===== src/rtl/branch_pkg.sv =====
// Shared types for branch resolution: opcodes, FSM states and the per-slot prediction metadata.
package branch_pkg;
    localparam logic [6:0] OP_BR   = 7'b1100011;
    localparam logic [6:0] OP_JAL  = 7'b1101111;
    localparam logic [6:0] OP_JALR = 7'b1100111;

    typedef enum logic [0:0] {
        IDLE  = 1'b0,
        FLUSH = 1'b1
    } brs_state_t;

    typedef struct packed {
        logic        valid;
        logic [31:0] pc;
        logic        pred_taken;
        logic [31:0] pred_target;
    } pred_meta_t;
endpackage


===== src/rtl/pred_meta_reg.sv =====
// One pipeline slot of prediction metadata; 1-cycle load when en_i, clr_i wins and zeroes the slot.
// No backpressure of its own: the slot holds whenever en_i is low.
module pred_meta_reg
    import branch_pkg::*;
(
    input  logic       clk,
    input  logic       en_i,
    input  logic       clr_i,
    input  pred_meta_t d_i,
    output pred_meta_t q_o
);
    pred_meta_t meta_q;

    always_ff @(posedge clk) begin
        if (clr_i) begin
            meta_q <= '0;
        end else if (en_i) begin
            meta_q <= d_i;
        end
    end

    assign q_o = meta_q;
endmodule


===== src/rtl/branch_resolve_unit.sv =====
// Resolves branches/jumps in EX against the fetch-time prediction; all outputs registered, 1-cycle latency.
// advance=0 freezes slots, strobes and counters; only the flush down-counter keeps running.
module branch_resolve_unit
    import branch_pkg::*;
#(
    parameter int FLUSH_CYCLES = 2,
    parameter int CNT_W        = 32
) (
    input  logic             clk,
    input  logic             rst,
    input  logic             advance,
    input  logic             f_valid,
    input  logic [31:0]      f_pc,
    input  logic             f_pred_taken,
    input  logic [31:0]      f_pred_target,
    input  logic [6:0]       ex_opcode,
    input  logic             br_en,
    input  logic [31:0]      ex_target,
    output logic             upd_valid,
    output logic [31:0]      upd_pc,
    output logic             upd_taken,
    output logic             redirect,
    output logic [31:0]      redirect_pc,
    output logic             flush,
    output logic [CNT_W-1:0] br_cnt,
    output logic [CNT_W-1:0] mp_cnt
);
    localparam logic [2:0] FLUSH_LOAD = 3'(FLUSH_CYCLES - 1);

    pred_meta_t dec_d, dec_q, ex_q;
    brs_state_t state_q, state_d;
    logic [2:0] fcnt_q, fcnt_d;
    logic       in_flush, resolve, is_br, is_jmp, act_taken, mispredict, slot_clr;

    logic             upd_valid_q, upd_taken_q, redirect_q;
    logic [31:0]      upd_pc_q, redirect_pc_q;
    logic [CNT_W-1:0] br_cnt_q, mp_cnt_q;

    assign in_flush = (state_q == FLUSH);

    always_comb begin
        dec_d             = '0;
        dec_d.valid       = f_valid & ~in_flush;
        dec_d.pc          = f_pc;
        dec_d.pred_taken  = f_pred_taken;
        dec_d.pred_target = f_pred_target;
    end

    // Both slots are wiped on a mispredict so wrong-path work can never resolve later.
    assign slot_clr = rst | mispredict;

    pred_meta_reg u_dec_slot (
        .clk   (clk),
        .en_i  (advance),
        .clr_i (slot_clr),
        .d_i   (dec_d),
        .q_o   (dec_q)
    );

    pred_meta_reg u_ex_slot (
        .clk   (clk),
        .en_i  (advance),
        .clr_i (slot_clr),
        .d_i   (dec_q),
        .q_o   (ex_q)
    );

    assign resolve   = advance & ex_q.valid & ~in_flush;
    assign is_br     = (ex_opcode == OP_BR);
    assign is_jmp    = (ex_opcode == OP_JAL) | (ex_opcode == OP_JALR);
    assign act_taken = is_br ? br_en : 1'b1;
    assign mispredict = resolve & (is_br | is_jmp) &
                        ((ex_q.pred_taken != act_taken) |
                         (act_taken & (ex_q.pred_target != ex_target)));

    always_comb begin
        state_d = state_q;
        fcnt_d  = fcnt_q;
        case (state_q)
            IDLE: begin
                if (mispredict) begin
                    state_d = FLUSH;
                    fcnt_d  = FLUSH_LOAD;
                end
            end
            FLUSH: begin
                if (fcnt_q == 3'd0) begin
                    state_d = IDLE;
                end else begin
                    fcnt_d = fcnt_q - 3'd1;
                end
            end
            default: state_d = IDLE;
        endcase
    end

    always_ff @(posedge clk) begin
        if (rst) begin
            state_q <= IDLE;
            fcnt_q  <= 3'd0;
        end else begin
            state_q <= state_d;
            fcnt_q  <= fcnt_d;
        end
    end

    always_ff @(posedge clk) begin
        if (rst) begin
            upd_valid_q   <= 1'b0;
            upd_pc_q      <= 32'd0;
            upd_taken_q   <= 1'b0;
            redirect_q    <= 1'b0;
            redirect_pc_q <= 32'd0;
            br_cnt_q      <= '0;
            mp_cnt_q      <= '0;
        end else if (advance) begin
            upd_valid_q <= resolve & is_br;
            redirect_q  <= mispredict;
            if (resolve & is_br) begin
                upd_pc_q    <= ex_q.pc;
                upd_taken_q <= br_en;
                if (br_cnt_q != '1) br_cnt_q <= br_cnt_q + CNT_W'(1);
            end
            if (mispredict) begin
                redirect_pc_q <= act_taken ? ex_target : ex_q.pc + 32'd4;
                if (mp_cnt_q != '1) mp_cnt_q <= mp_cnt_q + CNT_W'(1);
            end
        end
    end

    assign upd_valid   = upd_valid_q;
    assign upd_pc      = upd_pc_q;
    assign upd_taken   = upd_taken_q;
    assign redirect    = redirect_q;
    assign redirect_pc = redirect_pc_q;
    assign flush       = in_flush;
    assign br_cnt      = br_cnt_q;
    assign mp_cnt      = mp_cnt_q;
endmodule


===== config.mk =====
export PLATFORM = sky130hd
export DESIGN_NAME = branch_resolve_unit
export DESIGN_NICKNAME = d
export VERILOG_FILES = /design/src/rtl/branch_pkg.sv /design/src/rtl/pred_meta_reg.sv /design/src/rtl/branch_resolve_unit.sv
export SDC_FILE = /design/constraint.sdc
export NUM_CORES = 1
export LEC_CHECK = 0
export ABC_AREA = 1
export CORE_MARGIN = 4
export CORE_UTILIZATION = 53
export DETAILED_ROUTE_END_ITERATION = 7
export HOLD_SLACK_MARGIN = 0.1
export PLACE_DENSITY_LB_ADDON = 0.1
export SLEW_MARGIN = 20
export SYNTH_ARGS = -nofsm -noshare
export SYNTH_HDL_FRONTEND = slang
export SYNTH_SLANG_ARGS = --single-unit

===== constraint.sdc =====
create_clock -name clk -period 2.6 [get_ports clk]
set_input_delay 0.52 -clock clk [delete_from_list [all_inputs] [get_ports clk]]
set_output_delay 0.52 -clock clk [all_outputs]
set_load 0.05 [all_outputs]

* Word level (Yosys, flattened, before mapping)
Index checks and enable logic that the tools add are counted.
** Storage, ports and cells
- Flip-flop bits (word level) :: 267
- Bits of input ports :: 109
- Word-level logic and storage cells :: 56
** Cells by class
- $add $sub $neg :: 4
- Muxes and demuxes :: 8
- Bitwise logic cells :: 12
- Equal/unequal tests :: 9
- Reductions and logical operators :: 6
** Operators by type and width (number)
- 32-bit by 1-bit adder with 32-bit output (second input constant) :: 2
- 32-bit inequality test (second input constant) :: 2
- 32-bit by 3-bit adder with 32-bit output (second input constant) :: 1
- 32-bit two-way mux :: 1
- 32-bit inequality test :: 1
- 7-bit equality test (second input constant) :: 3
- 1-bit AND :: 7
- 3-bit two-way mux :: 2
- 3-bit one-hot mux with 2 select lines :: 1
- 2-bit AND reduction :: 3
- 3-bit AND reduction :: 2
- 2-bit inequality test (second input constant) :: 2
- 1-bit bitwise OR :: 4
- 3-bit logical NOT :: 1
- 1-bit two-way mux :: 3
- 3-bit by 1-bit subtractor with 3-bit output (second input constant) :: 1
- 1-bit one-hot mux with 2 select lines :: 1
- 1-bit inequality test :: 1
- 1-bit NOT :: 1

* Longest topological paths before layout
Gate-level depths: netlist of the first run.
- Depth in word-level cells :: 7
- Gate-level depth with buffers :: 14

* By module
From an unflattened synthesis of the first run, not the netlist that was laid out.
** Second synthesis, totals
- Cell total of the unflattened synthesis :: 2270
- Area total of the unflattened synthesis :: 14023.4 um2
** Modules (own cells, without submodules)
- branch_resolve_unit :: cells an instance 1432, instances 1, area each 8608.3 um2
- pred_meta_reg :: cells an instance 419, instances 2, area each 2707.6 um2

* Worst setup path before layout of the first run
No wires, ideal clock.
- Kind :: reg2reg
- From :: register br_cnt_q[1], in the netlist br_cnt[1]
- To :: register br_cnt_q[22], in the netlist br_cnt[22]
- Required time :: 2.458 ns
- Slack :: 0.355 ns
- Clock period less this slack :: 2.245 ns
- Stages on the path, launching flop included :: 12
- Arrival time :: 2.103 ns
- Path buffers :: 2
- Path through :: dfxtp_1 -> ha_1 -> nand3_2 -> or2_4 -> nor2_4 -> nand2_1 -> nand2_2 -> inv_2 -> buf_4 -> buf_6 -> nand2_1 -> a21oi_2
** Between the ends
- Cells in the longest elaborated chain, start to end :: 2
- Elaborated cells between the ends (all ways) :: 3
** RTL lines
- from (decl) :: line branch_resolve_unit.sv:37 : logic [CNT_W-1:0] br_cnt_q, mp_cnt_q;
- from (signal assigned) :: line branch_resolve_unit.sv:122 : if (br_cnt_q != '1) br_cnt_q <= br_cnt_q + CNT_W'(1);
- parallel branches: the longest is 2 deep, another holds 32-bit by 1-bit adder with 32-bit output
Parallel ways; which one is timed is not known.
A chain may end at the register's enable or synchronous reset.

* Worst setup path in the final report of the first run
- From :: register br_cnt_q[5], in the netlist br_cnt[5]
- To :: output port br_cnt[5]
** RTL lines
- to (decl) :: line branch_resolve_unit.sv:25 : output logic [CNT_W-1:0] br_cnt,
No word-level cell between the ends.

==> flow_results.org, run 1 <==
** Global route
- Sum of overflow across all layers after global routing :: 0
- Number of global-route vias before repair :: around 13000
- Entering global routing, the biggest net connects roughly 130 pins.
- Antenna violations before repair :: 0
- Across every metal layer, demand over resource in global routing totals 0.2902.
- Global-route wire length before repair :: 67220 um

** Synthesis
- Synth cell types :: 43
- The commonest cells after synthesis are nand2_1, nor2_1, dfxtp_1, inv_1, o21ai_0.
- The share of the Yosys chip area taken by registers is 0.3925.
- Post-Synthesis Cells :: ~2100
- The synthesized design contains 0 enable-type register cells.
- Dominant synthesized flop cell :: dfxtp_1
- Area contributors post-synth :: dfxtp_1, nand2_1, nor2_1
- Flop and latch count out of synthesis :: 267
- Post-synthesis async set-or-reset flop share :: 0
- Cell type with the highest aggregate area in the netlist :: dfxtp_1
- The cell area that synthesis handed to floorplanning was 13620 um^2.
- Dividing the synthesized area by the synthesized cell count gives between 6 and 7 um^2.
- Post-synth top area share :: 0.3925
- Number of nets in the synthesized netlist :: around 2300
- Yosys printed 0 warnings.
- Yosys instantiated no cell more often than nand2_1.

** Timing
- In the finished design, the share of the clock period the worst path needs comes to 0.9439.
- Setup violations remaining at the end of the flow were counted as 0.
- Across the routed clock network, the largest skew measured is roughly 21 ps.
- Maximum achievable frequency :: approximately 410 MHz
- Setup repair after global routing left no endpoint under its margin.
- For the finished layout, the period the worst path requires is between 2000 and 2500 ps.
- The total count of hold-check failures in the final report is 0.
- The final number of max-transition violations came to 0.
- Setup slack after layout :: between 100 and 150 ps
- The worst pin sits at a relative slew slack of 0.5718.
- Worst Max-Slew Pin Slew :: around 640 ps

** Floorplan
- Number of top-level pins :: 241
- Die area :: between 20000 and 30000 um^2
- For this configuration, the core starts out at a cell density of 0.5393.
- The die is about 170 um tall.
- After floorplanning, the core was divided into 58 placement rows.
- Chip Width :: 168.3 um
- Core box area :: 25250 um^2

** Cells and area
- Registers take 5345 um^2.
- After the last flow step, the layout net total stands at roughly 2500.
- Number of standard cells in the final layout excluding fillers :: approximately 2700
- Counting the fill cells in the layout gives approximately 2300.
- Antenna diode instance count :: 0
- Signed area change from the synthesized netlist to the final layout :: 27.06%
- Multi-input logic area :: 6764 um^2
- Area of all placed cells without fillers :: 17310 um^2
- Share of cells above drive strength 1 :: 0.06403

** Detailed routing
- After detailed routing, the number of remaining DRC violations is 0.
- Final routed wire length divided by cell count :: about 16 um
- Once detail routing completed, the nets flagged for antenna violations numbered 0.
- Iteration count of the initial detailed-routing pass :: 6
- Vias after detailed routing :: 14184
- Drt total wl :: around 43000 um
- The first routing iteration left approximately 1400 violations.
- Detail-routed via count per cell :: 5.246

** Status
- Run status :: complete, no violations

** Critical path
- Master of the slowest instance on the critical path :: clkdlybuf4s50_1
- Family with the most delay on the worst path :: buffers and inverters
- Critical Path RT :: roughly 2100 ps
- Kind of critical path :: flip-flop to output pin
- Data arrival time at the worst-slack endpoint :: between 1500 and 2000 ps
- Maximum fanout count along the critical path :: 9
- STA classifies the critical path endpoint as an output pin.
- The critical path goes through clkdlybuf4s50_1.
- Delay of the slowest critical-path stage :: between 800 and 900 ps
- Buf+Inv Stages, Crit Path :: 1
- STA classifies the critical path startpoint as a flip-flop.

** Power and ir drop
- Final Total Pwr :: roughly 9.2 mW
- Total power density per cell area :: between 500 and 600 nW/um^2
- Largest vdd supply drop :: about 0.53 mV
- Summed over all cells, the static leakage comes to about 7.5 nW.

** CTS
- Buffer cell driving the clock tree root :: clkbuf_16
- Post-CTS setup buffer count :: 0
- Clock transition at the registers of the reported paths :: around 60 ps
- No sink is reached through more buffers than the 3 on the longest clock path.
- Level count of the clock H-tree :: 1
- In this run, CTS created clock tree buffers numbering 29.
- CTS sink cnt :: 267
- After clock tree synthesis, the repair step resized 0 gates.
- CTS tree :: built
- Skew-Pair Late Insertion Delay :: between 500 and 600 ps
- Number of buffers inserted for hold repair after clock tree synthesis :: 0

** Placed design
- After legalization and detailed placement, the total HPWL measured 31990 um.
- Routability-driven placement finished with a final weighted congestion of between 0.9 and 1.
- Buffers placed on the I/O ports in this run total 240.
- OpenSTA, run right after detailed placement, puts the worst setup slack at -0.2780 ps.
- Instance area after placement :: 16380 um^2
- Placed cell count :: between 2000 and 3000

** Min path
- The min-delay analysis places its worst path in the category input pin to flip-flop.

** Run
- Across the run, the number of max-cap violations was 0.
-- cell type report --
type / instances / share of cell area
multi-input combinational: 1501 / 0.3909
sequential: 267 / 0.3089
timing repair buffer: 282 / 0.1638
inverter: 272 / 0.05907
clock buffer: 42 / 0.04823
tap: 330 / 0.02386
clock inverter: 10 / 0.005278
-- state kept, by name, summed over array words and instances, names as in the netlist --
register	count
fcnt_q	3
flush	1
redirect_pc	32
upd_taken	1
upd_pc	32
br_cnt	32
u_ex_slot.q_o	66
redirect	1
u_dec_slot.q_o	66
upd_valid	1
mp_cnt	32
-- routing by layer --
layer,global-route usage,part of all wire,vias to the layer above
met4,0.08857,0.033,0
met5,0,0,-
met1,0.3951,0.43,6433
met2,0.4783,0.46,580
li1,-,-,7080
met3,0.04344,0.079,91
-- path summary, 6_finish.rpt --
| check | startpoint | endpoint | slack (ps) | depth (start not counted) |
|---|---|---|---|---|
| worst min-delay path | rst | redirect_pc[22] | 440 | 4 |
| worst min register to register | u_dec_slot.q_o[65] | u_dec_slot.q_o[65] | 460 | 2 |
| worst max-delay path | br_cnt[5] | br_cnt[5] | 150 | 1 |
| worst max register to register | u_ex_slot.q_o[35] | redirect_pc[24] | 290 | 10 |
-- where the power goes --
group / internal, mW / switching (mW) / total, mW
Sequential: 4.23 / 0.126 / 4.35
Combinational: 0.368 / 0.469 / 0.836
Clock: 2.33 / 1.69 / 4.02
-- through the flow --
step	setup TNS, ps	hold slack (ps)	utilization
after floorplan	0	437.8	-
after global placement	0	447.3	0.6486
after detailed placement	-0.2780	454.0	0.6486
after CTS	0	428.4	0.6852
after global routing	0	455.8	0.6852
final	0	435.5	0.6852
-- cells in the final DEF (no fill, tap or decap), types with 6 or more instances in the layout --
cell type,instances
a21oi_2,10
buf_4,33
dfxtp_1,267
xnor2_1,17
nand4_1,35
clkbuf_1,7
inv_1,251
buf_12,10
nor2_2,9
nand3_1,110
o21ai_0,197
nor2_1,377
inv_2,19
clkdlybuf4s50_1,238
nand2_2,6
a21oi_1,59
nand3b_1,10
xor2_1,23
nor3_1,17
clkbuf_16,29
nand2_1,589
clkbuf_8,6
-- cell families after synthesis --
kind of cell / Yosys count / share of synthesized area
simple gates: 1177 / 0.3579
xor+xnor: 40 / 0.02572
buf+inv: 369 / 0.1116
mux: 2 / 0.001470
flops: 267 / 0.3925
compound gates: 277 / 0.1062
fa+ha+maj: 5 / 0.004593
Power figures use the tool's default switching activity.
==> inputs of run 2 (changes only) <==
GPL_TIMING_DRIVEN = 0   (was not set)
==> run 2 against run 1 <==
Compared with the run above: non-clock buffer count grew 54; clock-buffer cell count down 2; core utilization grew 0.15 points; routed wire length grew 5.9%; global-route usage is 2.1 points higher; maximum frequency is 0.62% higher; worst setup slack better by 15 ps; critical path depth is the same; flip-flop and latch count stayed put; largest power group unchanged.
==> flow_results.org, run 2 (synthesis results as in run 1) <==
** Status
- Run status :: complete, no violations

** Critical path
- In this run the number of cells on the critical path is 1.
- In this run the critical register-to-register path is launched from flush.
- Critical Path RT :: roughly 2100 ps
- Crit path to :: br_cnt[25]
- Depth of the worst register-to-register path :: 8
- The setup path with the least slack is of type flip-flop to output pin.
- Cell Chain, Critical Path :: clkdlybuf4s50_1
- Master of the slowest instance on the critical path :: clkdlybuf4s50_1
- For the worst setup path, the data arrival time is 1920 ps.
- Endpoint class of the critical path :: output pin
- In this design, the stage delay of the slowest critical-path cell is slightly below 900 ps.
- Buf+Inv Stages, Crit Path :: 1
- STA classifies the critical path startpoint as a flip-flop.
- Along the worst path, the maximum fanout reaches 8.
- The worst register-to-register path ends at redirect_pc[31].
- Family with the most delay on the worst path :: buffers and inverters
- R2R Setup Slk :: 240 ps
- Worst setup path startpoint :: br_cnt[25]

** Placed design
- Worst setup slack before clock tree synthesis :: -316.4 ps
- Count of buffers inserted at the top-level ports :: 239
- Routability-driven placement finished with a final weighted congestion of roughly 0.96.
- Post-DP HPWL :: around 35000 um

** Floorplan
- For this configuration, the core starts out at a cell density of 0.5393.
- Number of top-level pins :: 241
- Row generation in the floorplan step produced 58 rows.
- After floorplanning, the core was sized to cover between 20000 and 30000 um^2.
- From bottom edge to top edge, the die measures between 150 and 200 um.
- Die area :: between 20000 and 30000 um^2
- Chip Width :: 168.3 um

** Timing
- Minimum period implied by the final worst setup slack :: approximately 2400 ps
- Final hold slack :: approximately 450 ps
- Setup slack after layout :: roughly 160 ps
- Clock skew on the completed layout was measured at 12.45 ps.
- Maximum achievable frequency :: about 400 MHz
- Setup repair after global routing left no endpoint under its margin.
- Measured against its own limit, the worst slew margin works out to 0.4435.
- Of the available clock period, the critical path in the final layout requires 0.9381.
- At the pin with the least slew margin, the transition time is 834.8 ps.
- The final number of max-transition violations is 0.
- The total count of hold-check failures in the final report came to 0.
- Setup violations remaining at the end of the flow were counted as 0.

** Power and ir drop
- Overall power consumption after layout is estimated at a little over 9 mW.
- IR analysis of the VDD net gives a maximum drop of a little over 0.5 mV.
- For this design the ratio of total power to cell area is between 500 and 600 nW/um^2.
- Leakage dissipation :: about 7.5 nW

** Global route
- In the global route stage, overall resource usage came out at 0.3109.
- The global routing stage identified its most utilized layer as met2.
- Met3 routing resource usage after global routing :: 0.04438
- In the global route stage, met2 resource usage came out at 0.5269.
- The total overflow left after global routing is 0.
- The via count of the first global-routing pass is between 10000 and 15000.
- Global-route wire length before repair :: between 70000 and 80000 um
- Largest net degree at the start of global routing :: 15
- Antenna violations before repair :: 0
- Routing usage on met1 :: 0.4136

** Detailed routing
- Iteration count of the initial detailed-routing pass :: 6
- After detailed routing, the average wire length per cell comes to 16.46 um.
- Dividing the detail-routed via count by the number of cells gives 5.233.
- The detail route stage leaves a number of antenna-violating nets equal to 0.
- Vias after detailed routing :: between 10000 and 15000
- Initial detailed-routing violation count :: 1200
- After detailed routing, the number of remaining DRC violations is 0.
- Drt total wl :: between 40000 and 50000 um

** CTS
- CTS tree :: built
- Clock-pin slew was measured on the worst setup and hold paths at 60 ps.
- The later pin in the worst-skew pair is clocked with a latency of 560 ps.
- Max clock buf depth :: 3
- In this run the post-CTS setup repair buffer count came out at 0.
- TritonCTS buffer count :: 29
- Hold repair after CTS inserted 0 buffers.
- The root buffer cell chosen for the clock tree is clkbuf_16.
- CTS sink cnt :: about 270
- CTS built an H-tree with a depth of 1.
- Post-CTS Resized :: 0

** Cells and area
- Counting the fill cells in the layout gives around 2200.
- Antenna diode instance count :: 0
- Most common cell after layout, fill and taps aside :: nand2_1
- Of the cells placed in the final design, the portion with a size suffix greater than 1 is 0.06260.
- Top library cells by usage in the layout, fill and taps aside :: nand2_1, nor2_1, dfxtp_1, inv_1, clkdlybuf4s50_1
- The area growth from synthesis to layout is 27.35%.
- Post-layout nets :: roughly 2500

** Min path
- The min-delay analysis places its worst path in the category input pin to flip-flop.
- The worst hold path was traced through 2 stages.

** Run
- Total of max-cap violations :: 0
run 2: changes by cell type in the layout (fill, tap and decap cells not counted), moves of 3 or more:
cell      delta
clkbuf_1    +45
buf_4       -30
buf_2       +24
buf_6       +12
buf_12      -10
buf_1        +6
clkinv_2     +3
run 2: metrics by stage:
| stage | TNS, ps | area [um^2] | instances | utilization |
|---|---|---|---|---|
| 2_1_floorplan | 0 | 13620 | 2137 | - |
| 3_3_place_gp | -42760 | 16420 | 2706 | 0.6504 |
| 3_5_place_dp | -47910 | 16420 | 2706 | 0.6504 |
| 4_1_cts | 0 | 17340 | 2758 | 0.6868 |
| 5_1_grt | 0 | 17340 | 2758 | 0.6868 |
| 6_report | 0 | 17340 | 2758 | 0.6868 |
run 2: worst min path at each step:
stage / from / to / slack, ps
after floorplan: u_dec_slot.q_o[25] / u_dec_slot.q_o[25] / 440
after global placement: u_dec_slot.q_o[64] / u_dec_slot.q_o[64] / 450
after detailed placement: u_dec_slot.q_o[64] / u_dec_slot.q_o[64] / 450
after CTS: rst / redirect / 440
after global routing: rst / redirect / 450
final: rst / redirect / 450
run 2: report_power, final:
part / leakage [nW] / internal (mW) / switching [mW] / total (mW)
Sequential: 2.18 / 4.23 / 0.128 / 4.36
Combinational: 4.86 / 0.361 / 0.492 / 0.852
Clock: 0.459 / 2.27 / 1.71 / 3.97
Total: 7.50 / 6.85 / 2.33 / 9.18
run 2: layer usage:
| layer | share of wire | vias to the layer above | wire length [um] |
|---|---|---|---|
| met5 | 0 | - | 0 |
| met4 | 0.030 | 0 | 1380 |
| met3 | 0.079 | 82 | 3595 |
| met2 | 0.47 | 575 | 21230 |
| met1 | 0.42 | 6581 | 19180 |
| li1 | - | 7195 | - |
run 2: area by class of cell:
| type | count | area, um^2 | area share |
|---|---|---|---|
| repair buffers | 239 | 2392 | 0.1379 |
| multi-input cells | 1501 | 6754 | 0.3894 |
| clock inverters | 12 | 72.57 | 0.004184 |
| well taps | 330 | 412.9 | 0.02381 |
| flip-flops and latches | 267 | 5345 | 0.3082 |
| inverters | 272 | 1021 | 0.05887 |
| clock buffers | 40 | 847.1 | 0.04884 |
| plain buffers | 97 | 499.2 | 0.02878 |
==> inputs of run 3 (changes only) <==
==> constraint.sdc (replaced) <==
create_clock -name clk -period 2.6 [get_ports clk]
set_input_delay 0.52 -clock clk [delete_from_list [all_inputs] [get_ports clk]]
set_output_delay 0.52 -clock clk [all_outputs]
set_load 0.01 [all_outputs]
==> results of run 3 <==
The final DEF is identical to that of run 2. Status: complete, no violations.
Among the figures that moved: setup slack after layout 160.9 ps -> 199.5 ps; start point of the critical path br_cnt[25] -> ex_opcode[3]; end point of the critical path br_cnt[25] -> redirect_pc[31]; total power 9.182 mW -> 9.180 mW; worst IR drop on VDD 0.5042 mV -> 0.5041 mV
==> edit 1 (settings of run 1) <==
Make the reset (`rst`) asynchronous in 2 clocked blocks.
--- a/src/rtl/branch_resolve_unit.sv
+++ b/src/rtl/branch_resolve_unit.sv
@@ -95,5 +95,5 @@
     end
 
-    always_ff @(posedge clk) begin
+    always_ff @(posedge clk or posedge rst) begin
         if (rst) begin
             state_q <= IDLE;
@@ -105,5 +105,5 @@
     end
 
-    always_ff @(posedge clk) begin
+    always_ff @(posedge clk or posedge rst) begin
         if (rst) begin
             upd_valid_q   <= 1'b0;
Behaviour: differs if rst is asserted again (counterexample within 4 cycles, from zero or initial values and one cycle with rst high); with rst held inactive, the same outputs for 4 cycles.
==> edit 1 against run 1 <==
Routed wire length is 7.5% lower. Synthesized cell count is 11% lower. Setup slack better by 0.036 ns. Sequential cell count stayed put. Sequential power is 1% higher. Synthesized area is 2.3% lower. Design area is 1.3% lower. Clock skew is 0.0060 ns lower. Power is 6.6% higher. Count of clock-buffer cells in the layout is 4 lower. Critical path type unchanged.
==> edit 1: results (changes against run 1) <==
Total track usage - 0.2800 (-0.01026)
Synth Flop Type - dfrtp_1
Clk_skew - 0.01545 ns (-0.005962 ns)
Hold path cells - 3 (-1)
Post-Place Cells - 2413 (-9.0%)
Reg2Reg Setup Slack - 0.51 ns (+0.22 ns)
Post-synth cell types - 35 (-19%)
Reg2Reg Launch Point - br_cnt[0]$_DFFE_PP0P_
Synth Area in Compound Gates - 0.08043 (-0.02578)
Worst-Margin Slew - 0.8099 ns (+0.1676 ns)
Average size of a mapped cell - 7.016 um^2 (+10%)
Net Switching - 2.391 mW (+4.6%)
CP Capture Point - br_cnt[26]
Worst R2R Path Depth - 9 (-1)
First-pass GRT wire length - 63870 um (-5.0%)
Synth Area in Adders - 0.004703 (+0.0001097)
Share of cells above drive strength 1 - 0.05366 (-0.01036)
Hold_sp - advance
Max FO, Critical Path - 7 (-2)
Iteration-0 DRC Markers - 944 (-30%)
Worst R2R End - br_cnt[17]$_DFFE_PP0P_
Switching share of power - 0.2436 (-0.004742)
Synth area leaders - dfrtp_1 (25%), dfxtp_1 (20%), nand2_1 (17%), nor2_1 (9.1%), inv_1 (5.2%)
RD Place Congestion - 0.9416 (-4.8%)
Met3 global-route usage - 0.04977 (+0.006337)
DR vias/cell - 5.119 (-2.4%)
WL/cell - 16.08 um (+1.4%)
Seq group - 4.41 mW (+1%)
Drt pass-1 iters - 7 (+1)
XOR/XNOR Fraction of Synth Area - 0.04543 (+0.01971)
Worst hold path endpoint - u_dec_slot.q_o[4]$_SDFFE_PP0P_
Number of global-route vias before repair - 12080 (-5.7%)
Critical Path AT - 1.90 ns (-0.03 ns)
Dpl hpwl - 29700 um (-7.1%)
Outcome - finished clean
Synth Net Count - 2010 (-11%)
Sequential area share after synthesis - 0.4526 (+0.06017)
Leakage - 7.808 nW (+4.5%)
CP Launch Point - br_cnt[26]$_DFFE_PP0P_
Ys async rst share - 0.5056 (+0.5056)
[edit 1: area by class of cell]
cell class              instances  area [um^2]
repair buffers                270         2729
clock inverters                16        215.2
fillers                      2100         7448
clock buffers                  38        830.8
well taps                     324        405.4
flip-flops and latches        267         6021
multi-input cells            1358         6152
inverters                     194        732.0
[edit 1: stage by stage]
step | cell area, um^2 | setup slack (ns) | hold slack [ns]
2_1_floorplan | 13310 | -0.7030 | 0.4325
3_3_place_gp | 16040 | 0.06755 | 0.4532
3_5_place_dp | 16040 | 0.008531 | 0.4582
4_1_cts | 17090 | 0.1676 | 0.2522
5_1_grt | 17090 | 0.1276 | 0.2916
6_report | 17090 | 0.1814 | 0.2705
[edit 1: routing by layer]
| layer | share of wire | vias to the layer above |
|---|---|---|
| met1 | 0.43 | 5790 |
| li1 | - | 6359 |
| met3 | 0.069 | 87 |
| met5 | 0 | - |
| met4 | 0.040 | 0 |
| met2 | 0.46 | 393 |
==> edit 2 (settings of run 1) <==
Made on the original files. Change the parameter `CNT_W` from 32 to 64.
--- a/src/rtl/branch_resolve_unit.sv
+++ b/src/rtl/branch_resolve_unit.sv
@@ -5,5 +5,5 @@
 #(
     parameter int FLUSH_CYCLES = 2,
-    parameter int CNT_W        = 32
+    parameter int CNT_W        = 64
 ) (
     input  logic             clk,
Ports: changed (resized br_cnt and mp_cnt); port bits go from 241 to 305. The function was not compared with the original's and may differ.
==> edit 2 against run 1 <==
Design area up 35%. Routed wire length up 47%. Synthesized area up 32%. Fmax down 2.4%. First-iteration DRC count up 25%. Core utilization up 1.4 points. Sequential power up 22%. Setup slack worse by 0.061 ns. Non-clock buffer count up 151. Power up 24%. Clock skew down 0.0024 ns. Combinational power up 7.9%. Sequential cell count up 64. Largest cell class unchanged.
==> edit 2: results (changes against run 1) <==
Top cells by count, synth - nand2_1 (864), nor2_1 (563), dfxtp_1 (331), inv_1 (288), o21ai_0 (199)
Post-synth cell types - 44 (+2.3%)
Sequential area share after synthesis - 0.3679 (-0.02461)
Final WL - 62990 um (+47%)
GR Util met1 - 0.4197 (+0.02459)
Max FO, Critical Path - 8 (-1)
Average size of a mapped cell - 6.173 um^2 (-3.1%)
GR Util met2 - 0.5549 (+0.07653)
Wl on met1 - 25700 um (+40%)
Switching share of power - 0.2421 (-0.006220)
Fin cells - 3745 (+38%)
Clock latency on the worst-skew pair - 0.54 ns (-0.02 ns)
Number of global-route vias before repair - 18740 (+46%)
Num CTS Buffers - 37 (+28%)
CTS HTree Levels - 2 (+1)
Rel. slew slack - 0.5633 (-0.008567)
Max IR drop VDD - 532.7 uV (+0.83%)
Placed inst area - 22250 um^2 (+36%)
Share of cells above drive strength 1 - 0.07492 (+0.01089)
Clk_skew - 0.01897 ns (-0.002438 ns)
Seq group - 5.32 mW (+22%)
Leakage - 9.379 nW (+26%)
Clock group - 5.21 mW (+30%)
Dpl hpwl - 48080 um (+50%)
Iteration-0 DRC Markers - 1683 (+25%)
Synth Net Count - 3032 (+35%)
Outcome - finished clean
Pre-CTS setup slack - -0.06746 ns (-0.06718 ns)
Met3 global-route usage - 0.04902 (+0.005586)
Total track usage - 0.3286 (+0.03835)
Synth area leaders - dfxtp_1 (37%), nand2_1 (18%), nor2_1 (12%), inv_1 (6.0%), o21ai_0 (5.5%)
First-pass GRT wire length - 97860 um (+46%)
Crit path largest cell delay - 0.89 ns (+0.02 ns)
[edit 2: metrics by stage]
step	setup TNS [ns]	power, mW	utilization
3_3_place_gp	-1.042	6.289	0.6635
6_report	0	11.43	0.6988
4_1_cts	0	11.47	0.6988
2_1_floorplan	0	5.863	-
3_5_place_dp	-3.245	6.315	0.6635
5_1_grt	0	11.78	0.6988
[edit 2: path summary, 6_finish.rpt]
check	startpoint	to	slack (ns)	cells past startpoint
min reg2reg	u_dec_slot.q_o[65]$_SDFFE_PP0P_	u_dec_slot.q_o[65]$_SDFFE_PP0P_	0.46	2
max	br_cnt[54]$_SDFFE_PP0P_	br_cnt[54]	0.08	1
max reg2reg	mp_cnt[1]$_SDFFE_PP0P_	mp_cnt[45]$_SDFFE_PP0P_	0.11	14
min	rst	redirect_pc[13]$_SDFFE_PP0P_	0.43	4
[edit 2: kinds of logic (layout without fill, tap and decap cells)]
logic type                 count (synthesis)  after routing  synth area share
xor gates and xnor gates                  78             78           0.03792
adders and majority gates                  5              5          0.003473
buffers and inverters                    414            793           0.09162
muxes                                      3              3          0.001667
DFF                                      331            331            0.3679
and+or+nand+nor                         1746           1746            0.3982
AOI/OAI and AO/OA                        341            341           0.09926
[edit 2: worst min-delay path, cell delays in order]
cell and delay, ns:
buf_4 0.11, inv_2 0.15, nand2_1 0.11, nor2_1 0.03
[edit 2: cell type report]
type	count	area, um^2
Fill cell	2925	10100
Multi-Input combinational cell	2173	9754
Sequential cell	331	6626
Timing Repair Buffer	433	4194
Inverter	296	1112
Clock buffer	53	1066
Tap cell	448	560.5
Clock inverter	11	117.6
